<file path="config.mk">
export PLATFORM = sky130hd
export DESIGN_NAME = ethernet_bus_arbiter
export DESIGN_NICKNAME = d
export VERILOG_FILES = /design/src/rtl/ethernet_bus_arbiter.sv
export SDC_FILE = /design/constraint.sdc
export NUM_CORES = 1
export LEC_CHECK = 0
export ABC_AREA = 1
export BUFFER_PORTS_ARGS = -buffer_cell sky130_fd_sc_hd__buf_4
export CORE_MARGIN = 8
export CORE_UTILIZATION = 35
export DETAILED_ROUTE_END_ITERATION = 12
export MAX_ROUTING_LAYER = met4
export PLACE_DENSITY = 0.72
export SETUP_SLACK_MARGIN = 0.3
export SYNTH_ARGS = -nofsm -noshare
export SYNTH_HDL_FRONTEND = slang
export SYNTH_SLANG_ARGS = --single-unit
</file>
<file path="constraint.sdc">
create_clock -name clk -period 1.8 [get_ports clk]
set_input_delay 0.09 -clock clk [delete_from_list [all_inputs] [get_ports clk]]
set_output_delay 0.09 -clock clk [all_outputs]
set_load 0.05 [all_outputs]
</file>
<file path="src/rtl/ethernet_bus_arbiter.sv">
// Round-robin arbiter sequencing two requesters onto a DM9000-style 16-bit chip bus.
// Optional stale-lock timeout is built when ETH_ARB_LOCK_TIMEOUT_EN is defined.
module ethernet_bus_arbiter #(
    parameter int STROBE_CYCLES   = 3,
    parameter int RECOVERY_CYCLES = 4,
    parameter int LOCK_TIMEOUT    = 64
) (
    input  logic             clk,
    input  logic             rst_n,
    input  logic [1:0]       req,
    input  logic [1:0]       we,
    input  logic [1:0]       cmd,
    input  logic [1:0][15:0] wdata,
    output logic [15:0]      rdata,
    output logic [1:0]       ack,
    output logic             eth_cs_n,
    output logic             eth_ior_n,
    output logic             eth_iow_n,
    output logic             eth_cmd,
    output logic [15:0]      eth_sd_o,
    output logic             eth_sd_oe,
    input  logic [15:0]      eth_sd_i,
    output logic             busy,
    output logic             locked
);
    localparam int MAX_CYCLES = (STROBE_CYCLES > RECOVERY_CYCLES) ? STROBE_CYCLES : RECOVERY_CYCLES;
    localparam int CW = $clog2(MAX_CYCLES + 1);
    localparam logic [CW-1:0] STROBE_LOAD  = CW'(STROBE_CYCLES);
    localparam logic [CW-1:0] RECOVER_LOAD = CW'(RECOVERY_CYCLES);
    localparam logic [CW-1:0] CNT_ONE      = CW'(1);

    if (STROBE_CYCLES < 1 || RECOVERY_CYCLES < 1 || LOCK_TIMEOUT < 1) begin : g_bad_params
        $error("ethernet_bus_arbiter: phase widths and LOCK_TIMEOUT must be at least 1");
    end

    typedef enum logic [2:0] {
        IDLE    = 3'd0,
        SETUP   = 3'd1,
        STROBE  = 3'd2,
        HOLD    = 3'd3,
        RECOVER = 3'd4
    } state_t;

    state_t          state_r, state_nxt_s;
    logic [CW-1:0]   cnt_r, cnt_nxt_s;
    logic            owner_r, we_r, cmd_r, rr_r;
    logic            locked_r, lock_owner_r;
    logic            cs_n_r, ior_n_r, iow_n_r, cmd_pin_r, sd_oe_r, busy_r;
    logic [15:0]     sd_o_r, rdata_r;
    logic [1:0]      ack_r;
    logic            accept_s, grant_s, we_cur_s, active_nxt_s, strobe_done_s, tmo_expire_s;

    assign strobe_done_s = (state_r == STROBE) && (cnt_r == CNT_ONE);

    // Arbitration and phase sequencing.
    always_comb begin
        state_nxt_s = state_r;
        cnt_nxt_s   = cnt_r;
        accept_s    = 1'b0;
        grant_s     = rr_r;
        case (state_r)
            IDLE: begin
                if (locked_r) begin
                    accept_s = req[lock_owner_r];
                    grant_s  = lock_owner_r;
                end else if (req[0] && req[1]) begin
                    accept_s = 1'b1;
                    grant_s  = rr_r;
                end else if (req[0]) begin
                    accept_s = 1'b1;
                    grant_s  = 1'b0;
                end else if (req[1]) begin
                    accept_s = 1'b1;
                    grant_s  = 1'b1;
                end else begin
                    accept_s = 1'b0;
                    grant_s  = rr_r;
                end
                if (accept_s) begin
                    state_nxt_s = SETUP;
                end else begin
                    state_nxt_s = IDLE;
                end
            end
            SETUP: begin
                state_nxt_s = STROBE;
                cnt_nxt_s   = STROBE_LOAD;
            end
            STROBE: begin
                if (cnt_r == CNT_ONE) begin
                    state_nxt_s = HOLD;
                end else begin
                    cnt_nxt_s = cnt_r - CNT_ONE;
                end
            end
            HOLD: begin
                state_nxt_s = RECOVER;
                cnt_nxt_s   = RECOVER_LOAD;
            end
            RECOVER: begin
                if (cnt_r == CNT_ONE) begin
                    state_nxt_s = IDLE;
                end else begin
                    cnt_nxt_s = cnt_r - CNT_ONE;
                end
            end
            default: begin
                state_nxt_s = IDLE;
                cnt_nxt_s   = {CW{1'b0}};
            end
        endcase
        // Pins for the next cycle follow the accepted request or the latched one.
        we_cur_s     = accept_s ? we[grant_s] : we_r;
        active_nxt_s = (state_nxt_s == SETUP) || (state_nxt_s == STROBE) || (state_nxt_s == HOLD);
    end

    // State, counter, access latch and round-robin pointer.
    always_ff @(posedge clk or negedge rst_n) begin
        if (!rst_n) begin
            state_r <= IDLE;
            cnt_r   <= {CW{1'b0}};
            owner_r <= 1'b0;
            we_r    <= 1'b0;
            cmd_r   <= 1'b0;
            rr_r    <= 1'b0;
        end else begin
            state_r <= state_nxt_s;
            cnt_r   <= cnt_nxt_s;
            if (accept_s) begin
                owner_r <= grant_s;
                we_r    <= we[grant_s];
                cmd_r   <= cmd[grant_s];
            end
            if (state_r == HOLD) begin
                rr_r <= ~owner_r;
            end
        end
    end

`ifdef ETH_ARB_LOCK_TIMEOUT_EN
    localparam int TW = $clog2(LOCK_TIMEOUT + 1);
    logic [TW-1:0] tmo_cnt_r;

    assign tmo_expire_s = locked_r && (state_r == IDLE) && !req[lock_owner_r]
                          && (tmo_cnt_r == TW'(LOCK_TIMEOUT - 1));

    // Counts idle cycles in which the lock owner is not requesting.
    always_ff @(posedge clk or negedge rst_n) begin
        if (!rst_n) begin
            tmo_cnt_r <= {TW{1'b0}};
        end else if (!locked_r || req[lock_owner_r] || tmo_expire_s) begin
            tmo_cnt_r <= {TW{1'b0}};
        end else if (state_r == IDLE) begin
            tmo_cnt_r <= tmo_cnt_r + TW'(1);
        end
    end
`else
    assign tmo_expire_s = 1'b0;
`endif

    // Index-write lock: set by an index write, released by the owner's data access.
    always_ff @(posedge clk or negedge rst_n) begin
        if (!rst_n) begin
            locked_r     <= 1'b0;
            lock_owner_r <= 1'b0;
        end else if (strobe_done_s) begin
            if (we_r && !cmd_r) begin
                locked_r     <= 1'b1;
                lock_owner_r <= owner_r;
            end else if (cmd_r && (owner_r == lock_owner_r)) begin
                locked_r <= 1'b0;
            end
        end else if (tmo_expire_s) begin
            locked_r <= 1'b0;
        end
    end

    // Registered pin and handshake outputs, computed from the next state.
    always_ff @(posedge clk or negedge rst_n) begin
        if (!rst_n) begin
            cs_n_r    <= 1'b1;
            ior_n_r   <= 1'b1;
            iow_n_r   <= 1'b1;
            sd_oe_r   <= 1'b0;
            sd_o_r    <= 16'h0000;
            cmd_pin_r <= 1'b0;
            rdata_r   <= 16'h0000;
            ack_r     <= 2'b00;
            busy_r    <= 1'b0;
        end else begin
            cs_n_r  <= ~active_nxt_s;
            iow_n_r <= ~((state_nxt_s == STROBE) && we_cur_s);
            ior_n_r <= ~((state_nxt_s == STROBE) && !we_cur_s);
            sd_oe_r <= active_nxt_s && we_cur_s;
            ack_r   <= strobe_done_s ? (owner_r ? 2'b10 : 2'b01) : 2'b00;
            busy_r  <= (state_nxt_s != IDLE);
            if (accept_s) begin
                cmd_pin_r <= cmd[grant_s];
                if (we[grant_s]) begin
                    sd_o_r <= wdata[grant_s];
                end
            end
            if (strobe_done_s && !we_r) begin
                rdata_r <= eth_sd_i;
            end
        end
    end

    assign eth_cs_n  = cs_n_r;
    assign eth_ior_n = ior_n_r;
    assign eth_iow_n = iow_n_r;
    assign eth_cmd   = cmd_pin_r;
    assign eth_sd_o  = sd_o_r;
    assign eth_sd_oe = sd_oe_r;
    assign rdata     = rdata_r;
    assign ack       = ack_r;
    assign busy      = busy_r;
    assign locked    = locked_r;
endmodule

</file>
# Word-level counts from Yosys, hierarchy flattened
# Index checks and enable logic that the tools add are counted.
[totals] word_cells=85 reg_bits=51 out_inout_bits=41 input_bits=56
[classes] n_eq_ne=10 add_sub_neg=1 magnitude_cmp=2 mux=30 reduce_logical=21 bitwise_logic=5
[ops] cell="$mux 16" n=2
[ops] cell="$mux 1" n=21
[ops] cell="$pmux 3 s5" n=1
[ops] cell="$eq 3x2->1 const B" n=4
[ops] cell="$pmux 3 s4" n=1
[ops] cell="$eq 3x1->1 const B" n=3
[ops] cell="$mux 3" n=3
[ops] cell="$logic_and 1x1->1" n=8
[ops] cell="$reduce_and 2->1" n=4
[ops] cell="$not 1->1" n=5
[ops] cell="$lt 1x2->1 const B" n=2
[ops] cell="$mux 2" n=2
[ops] cell="$eq 3x3->1 const B" n=1
[ops] cell="$logic_not 1->1" n=3
[ops] cell="$logic_not 3->1" n=1
[ops] cell="$reduce_bool 3->1" n=1
[ops] cell="$sub 3x1->3 const B" n=1
[ops] cell="$logic_or 1x1->1" n=2
[ops] cell="$ne 2x2->1 const B" n=1
[ops] cell="$reduce_bool 2->1" n=1
[ops] cell="$reduce_or 2->1" n=1
[ops] cell="$eq 1x1->1" n=1

# Logic depth before layout (Yosys ltp)
# Gate-level depths: netlist of run 1.
[depth] depth_word=11 ltp_mapped=11 ltp_nobuf=10

# Worst setup path after synthesis of run 1
# Ideal clock, no wire load.
[synth_path] path_kind="reg2reg" startpoint="register locked_r, in the netlist locked" endpoint="register sd_o_r[10], in the netlist eth_sd_o[10]" n_path_buf=1 required_ns=1.682 path_slack_ns=0.081 t_arrival_ns=1.602 period_less_slack_ns=1.719 path_stages_with_launch=11 setup_time_ns=0.118 cell_sequence="dfrtp_1 > nand2_1 > inv_1 > nor2_2 > nand2_1 > nand2_2 > nand2_1 > nand3_4 > buf_6 > nand2_1 > nand2_1"
[synth_between] elab_chain_len=5 word_cells_on_any_way=10 classes_between="mux: 9; reduce/logical: 1"
[synth_lines] element="from (decl)" line_no="47" rtl="logic locked_r, lock_owner_r;"
[synth_lines] element="from (signal assigned)" line_no="164" rtl="locked_r <= 1'b0;"
[synth_lines] element="from (signal assigned)" line_no="168" rtl="locked_r <= 1'b1;"
[synth_lines] element="from (signal assigned)" line_no="171" rtl="locked_r <= 1'b0;"
[synth_lines] element="$mux 1" line_no="63" rtl="if (locked_r) begin"
[synth_lines] element="$mux 1" line_no="61" rtl="case (state_r)"
[synth_lines] element="$mux 1 (implied by the code) (2 in a row)" line_no="199" rtl="if (we[grant_s]) begin"
[synth_lines] element="$reduce_and 2->1 (no source line)"
[synth_lines] element="to (signal assigned)" line_no="200" rtl="sd_o_r <= wdata[grant_s];"
[synth_lines] element="to (decl)" line_no="49" rtl="logic [15:0] sd_o_r, rdata_r;"
# Several ways; a longest one is shown, not always the timed one. The select of a mux whose other input is x is not followed.
# A chain may end at the register's enable or synchronous reset.

# Final worst setup path of run 1
[layout_path] startpoint="register state_r[1]" endpoint="register sd_o_r[11], in the netlist eth_sd_o[11]"
[layout_between] elab_chain_len=5 word_cells_on_any_way=8 classes_between="mux: 6; reduce/logical: 2"
[layout_lines] element="from (decl)" line_no="44" rtl="state_t state_r, state_nxt_s;"
[layout_lines] element="from (signal assigned)" line_no="127" rtl="state_r <= state_nxt_s;"
[layout_lines] element="$logic_not 3->1 (*)" line_no="61"
[layout_lines] element="$mux 1" line_no="61"
[layout_lines] element="$mux 1 (implied by the code) (2 in a row)" line_no="199"
[layout_lines] element="$reduce_and 2->1 (no source line)"
# Mark *: on every way between the ends. The rest lies on a longest branch, timed or not. The select of a mux whose other input is x is not followed.

==> impl_metrics.env, run 1 <==
export IMPL_status="finished, final reports clean"
export IMPL_grt_util_all_layers=0.1475
export IMPL_max_freq_mhz=663.3
export IMPL_worst_path_most_repeated_cell="nand2_1"
export IMPL_vdd_drop_max_mv=0.9137
export IMPL_die_y_um=99.24
export IMPL_grt_pass1_wl_mm=11.44
export IMPL_period_share=0.8375
export IMPL_cp_num_buf_inv=2
export IMPL_netlist_area_sq_um=2425
export IMPL_skew_ns=0.01274
export IMPL_syn2layout_area_growth_pct=51.50
export IMPL_path_cells="nor2_4, nand2_4, a21oi_4, buf_4, nand3_4, buf_12, nand2_1, nand2_1"
export IMPL_diodes=0
export IMPL_port_buffers=96
export IMPL_finalNetCount=466
export IMPL_relSlewSlack=0.5676
export IMPL_grt_start_max_net_pins=52
export IMPL_grt_pass1_vias=2336
export IMPL_cts_sinks=51
export IMPL_wl_per_cell_um=14.69
export IMPL_place_hpwl_mm=4.948
export IMPL_fin_ws_ns=0.2925
export IMPL_die_x_um=99.24
export IMPL_pin_count=97
export IMPL_gp_congestion=0.8048
export IMPL_clk_insertion_delay_late_ns=0.31
export IMPL_hold_viol=0
export IMPL_drt_iter0_drc=135
export IMPL_core_area_sq_um=6756
export IMPL_worstSetupPathType="flop to flop"
export IMPL_fin_setup_tns_ns=0
export IMPL_viasPerCell=4.710
export IMPL_crit_family="simple AND/OR/NAND/NOR gates"
export IMPL_drc=0
export IMPL_power_mw=8.272
export IMPL_start_util=0.3589
export IMPL_yosysWarningCount=0
export IMPL_vias=2303
export IMPL_fin_area_sq_um=3674
export IMPL_clkSlewWorstSetupHoldPaths_ns=0.09
export IMPL_holdPathStages=3
export IMPL_worstPathArrival_ns=1.71
export IMPL_crit_required_ns=2.00
export IMPL_ys_ff_latch=51
export IMPL_cts_made_buffers=5
export IMPL_worstSetupEndpointType="flop"
export IMPL_routed_wl_mm=7.183
export IMPL_grt_setup_unrepaired="true"
export IMPL_drv_slew=0
export IMPL_max_stage_delay_ns=0.44
export IMPL_finalSetupViolCount=0
export IMPL_antenna_found_initial=0
export IMPL_firstDrtPassIters=4
export IMPL_worstMarginPinSlew_ns=0.6486
export IMPL_ys_types=30
export IMPL_htree_num_levels=2
export IMPL_syn_nets=350
export IMPL_root_buffer="clkbuf_8"
export IMPL_ant_nets=0
export IMPL_avgSynthCellArea_sq_um=8.304
export IMPL_min_period_ns=1.508
export IMPL_clock_tree_buffer_depth=2
export IMPL_synth_cells=292
export IMPL_placed_area_sq_um=3224
export IMPL_grt_ovfl_total=0
export IMPL_crit_slowest_cell="dfrtp_1"
export IMPL_cap_violations=0
export IMPL_cts_tree="built"
export IMPL_drive_above_1_share=0.3839
export IMPL_hp_class="primary input to flop"
export IMPL_ff2ff_path_depth=8
export IMPL_num_rows=30
export IMPL_num_fill_cells=625
export IMPL_crit_path_max_fanout=6
export IMPL_die_area_sq_um=9848
export IMPL_worst_path_stages=8
export IMPL_powerDensity_nw_per_um2=2252
export IMPL_p_leak_nw=2.012
export IMPL_place_ws_ns=0.1765
export IMPL_ys_seq_area_frac=0.5279
export IMPL_worst_setup_path_start_kind="flop"
layer usage:
layer | global-route usage | wire (um)
met1 | 0.1753 | 3050
met2 | 0.2423 | 3659
met3 | 0.04050 | 431
met4 | 0.03609 | 42
met5 | - | 0
registers in the layout, indices dropped and copies added (netlist names), 2 cells and up:
| signal | count |
|---|---|
| ack | 2 |
| eth_sd_o | 16 |
| cnt_r | 3 |
| rdata | 16 |
| state_r | 3 |
Yosys cell counts:
cell type | instances | area [sq um]
a21boi_0 | 1 | 7.510
a21oi_1 | 3 | 15.01
a21oi_2 | 1 | 8.760
a21oi_4 | 2 | 32.53
a31oi_1 | 1 | 6.260
buf_1 | 1 | 3.750
buf_2 | 5 | 25.02
buf_4 | 1 | 7.510
buf_6 | 2 | 22.52
clkbuf_1 | 1 | 3.750
clkbuf_2 | 1 | 5.000
dfrtp_1 | 48 | 1201
dfstp_2 | 3 | 78.83
ha_1 | 2 | 25.02
inv_1 | 32 | 120.1
inv_2 | 2 | 7.510
nand2_1 | 105 | 394.1
nand2_2 | 1 | 6.260
nand2_4 | 2 | 22.52
nand3_1 | 36 | 180.2
nand3_2 | 1 | 10.01
nand3_4 | 2 | 35.03
nand3b_1 | 1 | 7.510
nor2_1 | 4 | 15.01
nor2_2 | 2 | 12.51
nor2_4 | 1 | 11.26
o21ai_0 | 22 | 110.1
o21ai_1 | 7 | 35.03
or2_0 | 1 | 6.260
xnor2_1 | 1 | 8.760
where the power goes:
group / internal (mW) / switching [mW]
registers: 1.70 / 0.326
logic: 1.84 / 3.45
clock network: 0.556 / 0.393
total: 4.10 / 4.17
what timing repair did:
item	in CTS	in global routing
setup endpoints to repair	38	42
endpoints found under the hold margin	48	0
pin swaps	4	3
resized for setup	17	20
gates cloned	1	1
hold buffers	1	0
buffers inserted	10	6
cells in the final DEF, fill, tap and decap left out, types with 2 or more instances in the layout:
master,instances
dfstp_2,3
buf_4,111
nor2_1,3
buf_12,4
nand3_1,35
nand2_2,2
buf_6,2
a21oi_1,2
nand2_1,99
a21oi_4,3
nand2_4,6
clkbuf_8,5
inv_1,30
inv_2,4
ha_1,2
o21ai_0,16
bufinv_16,2
nor2_4,4
nand3_4,3
dfrtp_1,47
o21ai_1,13
stage by stage:
stage | hold slack [ns] | util | instances
finish | 0.01280 | 0.5437 | 489
global route | 0.009895 | 0.5437 | 489
CTS | 0.01080 | 0.5233 | 482
detailed placement | 0.1666 | 0.4772 | 462
global placement | 0.1523 | 0.4772 | 462
floorplan | -0.2056 | - | 292
path summary, 6_finish.rpt:
check,startpoint,to,slack [ns]
min reg2reg,owner_r$_DFFE_PN0N_,ack[0]$_DFF_PN0_,0.46
min,eth_sd_i[11],rdata[11]$_DFFE_PN0P_,0.01
max reg2reg,state_r[1]$_DFF_PN0_,eth_sd_o[11]$_DFFE_PN0P_,0.29
max,state_r[1]$_DFF_PN0_,eth_sd_o[11]$_DFFE_PN0P_,0.29
max in group asynchronous,rst_n,locked$_DFFE_PN0P_,1.00
min in group asynchronous,rst_n,eth_sd_o[0]$_DFFE_PN0P_,0.34
worst reg2reg max path: stages, from the launching register on:
cell and delay (ns):
dfrtp_1 0.44, nor2_4 0.15, nand2_4 0.10, a21oi_4 0.18, buf_4 0.15, nand3_4 0.11
buf_12 0.17, nand2_1 0.06, nand2_1 0.04
cell type report:
type                            count  area [sq um]  share of cell area
Clock buffer                        6         72.57             0.01975
Clock inverter                      2         60.06             0.01635
Inverter                           34         127.6             0.03474
Multi-Input combinational cell    196          1046              0.2847
Sequential cell                    51          1281              0.3488
Tap cell                           80         100.1             0.02725
Timing Repair Buffer              120         985.9              0.2684
kinds of logic after synthesis:
group           synth area share
compound gates           0.08875
buf+inv                  0.08049
simple gates              0.2890
fa+ha+maj                0.01032
flops                     0.5279
xor+xnor                0.003613
(Power assumes the default switching activity.)
==> run 2, diff against run 1 <==
==> constraint.sdc (replaced) <==
create_clock -name clk -period 1.55 [get_ports clk]
set_input_delay 0.0775 -clock clk [delete_from_list [all_inputs] [get_ports clk]]
set_output_delay 0.0775 -clock clk [all_outputs]
set_load 0.05 [all_outputs]
==> impl_metrics.env, run 2 (synthesized netlist as in run 1, its figures left out) <==
export IMPL_status="finished, final reports clean"
export IMPL_num_rows=30
export IMPL_final_common_cell="buf_4"
export IMPL_layout_common_cells="116 x buf_4, 73 x nand2_1, 47 x dfrtp_1, 35 x nand3_1, 27 x inv_1"
export IMPL_worst_setup_path_start_kind="flop"
export IMPL_min_period_ns=1.548
export IMPL_grt_pass1_vias=2519
export IMPL_wl_per_cell_um=15.55
export IMPL_drive_above_1_share=0.5059
export IMPL_grt_util_all_layers=0.1572
export IMPL_firstDrtPassIters=4
export IMPL_p_leak_nw=2.105
export IMPL_gp_congestion=0.8067
export IMPL_diodes=0
export IMPL_skew_ns=0.01720
export IMPL_viasPerCell=4.739
export IMPL_path_cells="nor2_4, nand2_4, nor2_4, nand2_4, nand2_8, buf_12, nand2_8, nand3_4, a21oi_2"
export IMPL_die_area_sq_um=9848
export IMPL_num_fill_cells=586
export IMPL_crit_path_max_fanout=5
export IMPL_period_share=0.9989
export IMPL_crit_slowest_cell="dfrtp_1"
export IMPL_hold_viol=0
export IMPL_dp_cells=471
export IMPL_cts_made_buffers=5
export IMPL_routed_wl_mm=7.853
export IMPL_finalNetCount=482
export IMPL_placed_area_sq_um=3343
export IMPL_die_y_um=99.24
export IMPL_drc=0
export IMPL_root_buffer="clkbuf_8"
export IMPL_ant_nets=0
export IMPL_htree_num_levels=2
export IMPL_powerDensity_nw_per_um2=2596
export IMPL_drv_slew=0
export IMPL_r2r_start="state_r[0]$_DFF_PN0_"
export IMPL_clock_tree_buffer_depth=2
export IMPL_worstSetupEndpointType="flop"
export IMPL_fin_setup_tns_ns=0
export IMPL_vias=2393
export IMPL_max_freq_mhz=645.9
export IMPL_grt_start_max_net_pins=52
export IMPL_cap_violations=0
export IMPL_fin_area_sq_um=4036
export IMPL_crit_family="simple AND/OR/NAND/NOR gates"
export IMPL_worstSetupPathType="flop to flop"
export IMPL_worstMarginPinSlew_ns=0.6470
export IMPL_ff2ff_path_depth=9
export IMPL_core_area_sq_um=6756
export IMPL_worstHoldStart="eth_sd_i[3]"
export IMPL_port_buffers=96
export IMPL_cts_tree="built"
export IMPL_cp_num_buf_inv=1
export IMPL_holdPathStages=3
export IMPL_finalNonFillerCells=505
export IMPL_syn2layout_area_growth_pct=66.46
export IMPL_hp_class="primary input to flop"
export IMPL_crit_required_ns=1.73
export IMPL_hold_ws_ns=0.008054
export IMPL_r2r_setup_slack_ns=0.002
export IMPL_grt_pass1_wl_mm=12.30
export IMPL_grt_setup_unrepaired="true"
export IMPL_vdd_drop_max_mv=1.098
export IMPL_finalSetupViolCount=0
export IMPL_pin_count=97
export IMPL_cts_sinks=51
export IMPL_die_x_um=99.24
export IMPL_clkSlewWorstSetupHoldPaths_ns=0.10
export IMPL_power_mw=10.48
export IMPL_relSlewSlack=0.5687
export IMPL_place_hpwl_mm=5.133
export IMPL_antenna_found_initial=0
export IMPL_start_util=0.3589
export IMPL_reg2reg_to="eth_sd_oe$_DFF_PN0_"
export IMPL_worstPathArrival_ns=1.73
export IMPL_grt_ovfl_total=0
export IMPL_clk_insertion_delay_late_ns=0.31
export IMPL_min_to="rdata[3]$_DFFE_PN0P_"
export IMPL_max_stage_delay_ns=0.43
export IMPL_drt_iter0_drc=116
run 2: cell count changes in the layout (fill, tap and decap cells not counted), moves of 4 or more:
cell and delta:
nand2_4 +8, nand2_2 +16, o21ai_0 -9, o21ai_1 -4
buf_4 +5, nand2_1 -26, o21ai_2 +12
run 2: layout make-up:
class | instances | area, sq um | area share
multi-input cells | 199 | 1286 | 0.3187
clock buffers | 5 | 68.82 | 0.01705
flip-flops and latches | 51 | 1281 | 0.3174
clock inverters | 3 | 27.53 | 0.006820
repair buffers | 133 | 1140 | 0.2824
inverters | 34 | 132.6 | 0.03286
well taps | 80 | 100.1 | 0.02480
run 2: where the power goes:
group,switching (mW),internal (mW)
clock,0.487,0.332
combinational,4.42,2.77
sequential,0.494,1.98
run 2: worst max path at each step:
stage | startpoint | slack [ns] | end | depth (start not counted)
after detailed placement | state_r[1]$_DFF_PN0_ | -0.01 | we_r$_DFF_PN0_ | 8
after global placement | state_r[1]$_DFF_PN0_ | 0.06 | we_r$_DFF_PN0_ | 8
final | state_r[0]$_DFF_PN0_ | 0.002 | eth_sd_oe$_DFF_PN0_ | 9
after global routing | state_r[0]$_DFF_PN0_ | -0.09 | eth_sd_o[14]$_DFFE_PN0P_ | 11
after CTS | state_r[0]$_DFF_PN0_ | 0.04 | eth_sd_o[4]$_DFFE_PN0P_ | 11
after floorplan | locked$_DFFE_PN0P_ | 0.02 | eth_sd_o[10]$_DFFE_PN0P_ | 10
run 2: layer usage:
layer,global-route usage,share of wire
met5,-,0
met4,0.03958,0.013
met3,0.04469,0.061
met2,0.2665,0.52
met1,0.1786,0.41
run 2: worst reg2reg max path: cells and delay by family (launching register included):
kind	cells	cell delay [ns]
AO/OA/AOI/OAI	1	0.08
buffers and inverters	1	0.12
flip-flops	1	0.43
AND/OR/NAND/NOR	7	0.79
run 2: repair_timing:
action                     CTS  global route
setup endpoints to repair   44            47
buffers inserted            11             4
resized for setup           23            63
hold endpoints to repair    51             0
cloned                       4             3
pin swaps                   22            19
hold buffers                 4             0
run 2: per-stage QoR:
step	setup slack, ns	util
after floorplan	0.01603	-
after global placement	0.05509	0.4948
after detailed placement	-0.01160	0.4948
after CTS	0.03744	0.5537
after global routing	-0.08836	0.5974
final	0.001741	0.5974
==> run 3, diff against run 2 <==
--- a/config.mk
+++ b/config.mk
@@ -11,7 +11,7 @@
 export CORE_UTILIZATION = 35
 export DETAILED_ROUTE_END_ITERATION = 12
 export MAX_ROUTING_LAYER = met4
-export PLACE_DENSITY = 0.72
+export PLACE_DENSITY = 0.67
 export SETUP_SLACK_MARGIN = 0.3
 export SYNTH_ARGS = -nofsm -noshare
 export SYNTH_HDL_FRONTEND = slang
==> impl_metrics.env, run 3 (synthesized netlist as in run 1, its figures left out) <==
export IMPL_status="finished, violations left"
export IMPL_violations="hold timing"
export IMPL_power_switching_mw=5.255
export IMPL_cap_violations=0
export IMPL_worst_setup_path_start_kind="flop"
export IMPL_num_rows=30
export IMPL_worst_path_stages=7
export IMPL_fin_setup_tns_ns=0
export IMPL_period_share=0.9552
export IMPL_layout_area_seq_sq_um=1281
export IMPL_grt_util_all_layers=0.1579
export IMPL_holdPathStages=3
export IMPL_routed_wl_mm=7.859
export IMPL_hp_class="primary input to flop"
export IMPL_syn2layout_area_growth_pct=68.01
export IMPL_cp_endpoint="rdata[6]$_DFFE_PN0P_"
export IMPL_power_mw=10.28
export IMPL_diodes=0
export IMPL_share_comb_of_total_power=0.665
export IMPL_drive_above_1_share=0.4674
export IMPL_ff2ff_path_depth=7
export IMPL_cts_tree="built"
export IMPL_cp_num_buf_inv=2
export IMPL_p_leak_nw=2.132
export IMPL_startpoint="state_r[1]$_DFF_PN0_"
export IMPL_viasPerCell=4.804
export IMPL_cts_sinks=51
export IMPL_htree_num_levels=2
export IMPL_cts_made_buffers=5
export IMPL_path_cells="inv_1, nor2_4, nand3_2, or2_4, clkbuf_16, nand2_2, o21ai_1"
export IMPL_place_ws_ns=-0.007201
export IMPL_root_buffer="clkbuf_8"
export IMPL_grt_pass1_wl_mm=12.19
export IMPL_r2r_setup_slack_ns=0.07
export IMPL_clk_insertion_delay_late_ns=0.31
export IMPL_worstSetupPathType="flop to flop"
export IMPL_die_x_um=99.24
export IMPL_grt_start_max_net_pins=52
export IMPL_crit_required_ns=1.75
export IMPL_grt_setup_unrepaired="true"
export IMPL_port_buffers=96
export IMPL_finalNetCount=487
export IMPL_p_int_mw=5.028
export IMPL_max_freq_mhz=675.4
export IMPL_fin_ws_ns=0.06945
export IMPL_finalSetupViolCount=0
export IMPL_drv_slew=0
export IMPL_num_fill_cells=574
export IMPL_reg2reg_to="rdata[6]$_DFFE_PN0P_"
export IMPL_final_common_cell="buf_4"
export IMPL_switching_share=0.5110
export IMPL_max_stage_delay_ns=0.44
export IMPL_crit_family="simple AND/OR/NAND/NOR gates"
export IMPL_firstDrtPassIters=4
export IMPL_die_y_um=99.24
export IMPL_clock_tree_buffer_depth=2
export IMPL_worstMarginPinSlew_ns=0.6346
export IMPL_vdd_drop_max_mv=1.239
export IMPL_power_frac_seq=0.237
export IMPL_hold_ws_ns=-0.0003897
export IMPL_ant_nets=0
export IMPL_antenna_found_initial=0
export IMPL_place_hpwl_mm=5.214
export IMPL_pin_count=97
export IMPL_multi_input_area_sq_um=1250
export IMPL_drc=0
export IMPL_relSlewSlack=0.5770
export IMPL_fin_area_sq_um=4074
export IMPL_skew_ns=0.01218
export IMPL_finalNonFillerCells=510
export IMPL_hold_viol=1
export IMPL_wl_per_cell_um=15.41
export IMPL_worstSetupEndpointType="flop"
export IMPL_min_period_ns=1.481
export IMPL_powerDensity_nw_per_um2=2524
export IMPL_die_area_sq_um=9848
export IMPL_layout_common_cells="112 x buf_4, 81 x nand2_1, 47 x dfrtp_1, 32 x nand3_1, 29 x inv_1"
export IMPL_vias=2450
export IMPL_grt_pass1_vias=2491
export IMPL_clkSlewWorstSetupHoldPaths_ns=0.10
export IMPL_pwr_share_clk=0.098
export IMPL_drt_iter0_drc=83
export IMPL_start_util=0.3589
export IMPL_gp_congestion=0.7343
export IMPL_grt_ovfl_total=0
export IMPL_worstPathArrival_ns=1.68
export IMPL_dp_cells=471
export IMPL_core_area_sq_um=6756
export IMPL_crit_slowest_cell="dfrtp_1"
export IMPL_placed_area_sq_um=3343
export IMPL_crit_path_max_fanout=8
export IMPL_r2r_start="state_r[1]$_DFF_PN0_"
export IMPL_fin_util=0.6030
==> run 3: cell types whose count changed in the layout (fill, tap and decap cells not counted), moves of 2 or more <==
cell	change
a21oi_1	-2
a21oi_2	+2
buf_4	-4
buf_6	+3
dlygate4sd3_1	+7
inv_1	+2
nand2_1	+8
nand2_2	-5
nand2_8	-2
nand3_1	-3
nand3_2	+2
o21ai_1	+7
o21ai_2	-7
==> run 3: power groups by stage <==
stage / Combinational [mW] / Sequential (mW) / Clock (mW)
floorplan: 2.20 / 4.02 / 0
detailed placement: 5.62 / 2.37 / 0
global route: 7.36 / 2.51 / 1.09
CTS: 6.26 / 2.35 / 1.02
finish: 6.84 / 2.44 / 1.01
global placement: 5.52 / 2.35 / 0
==> run 3: worst min-delay path by stage <==
stage,to,from,slack (ns)
after floorplan,ack[0]$_DFF_PN0_,rst_n,-0.22
after detailed placement,rdata[14]$_DFFE_PN0P_,rst_n,0.15
after global placement,rdata[14]$_DFFE_PN0P_,rst_n,0.15
final,rdata[4]$_DFFE_PN0P_,eth_sd_i[4],-0.0004
after global routing,rdata[10]$_DFFE_PN0P_,eth_sd_i[10],0.003
after CTS,rdata[2]$_DFFE_PN0P_,eth_sd_i[2],0.002
==> run 3: metal layers <==
layer  part of all wire  wire (um)  vias up  global-route usage
li1                   -          -     1205                   -
met1               0.40       3169     1161              0.1773
met2               0.53       4177       76              0.2634
met3              0.047        367        8             0.04260
met4              0.019        146        0             0.05937
met5                  0          0        -                   -
==> run 3: worst register-to-register path: cells and delay by family, from the launching register on <==
family | cells | cell delay [ns]
flops | 1 | 0.44
simple gates | 4 | 0.54
compound gates | 1 | 0.07
buf+inv | 2 | 0.33
==> run 3: timing repair <==
action	in CTS	in global routing
buffers inserted	9	4
endpoints found under the hold margin	54	4
pin swaps	11	10
hold buffers	7	4
gates cloned	3	4
setup endpoints to repair	45	47
resized for setup	26	51
==> run 3: layout make-up <==
cell class                 instances  share of cell area
multi-input combinational        199              0.3068
clock buffer                       6             0.02027
clock inverter                     2            0.009521
inverter                          34             0.03194
tap                               80             0.02457
timing repair buffer             138              0.2924
sequential                        51              0.3145
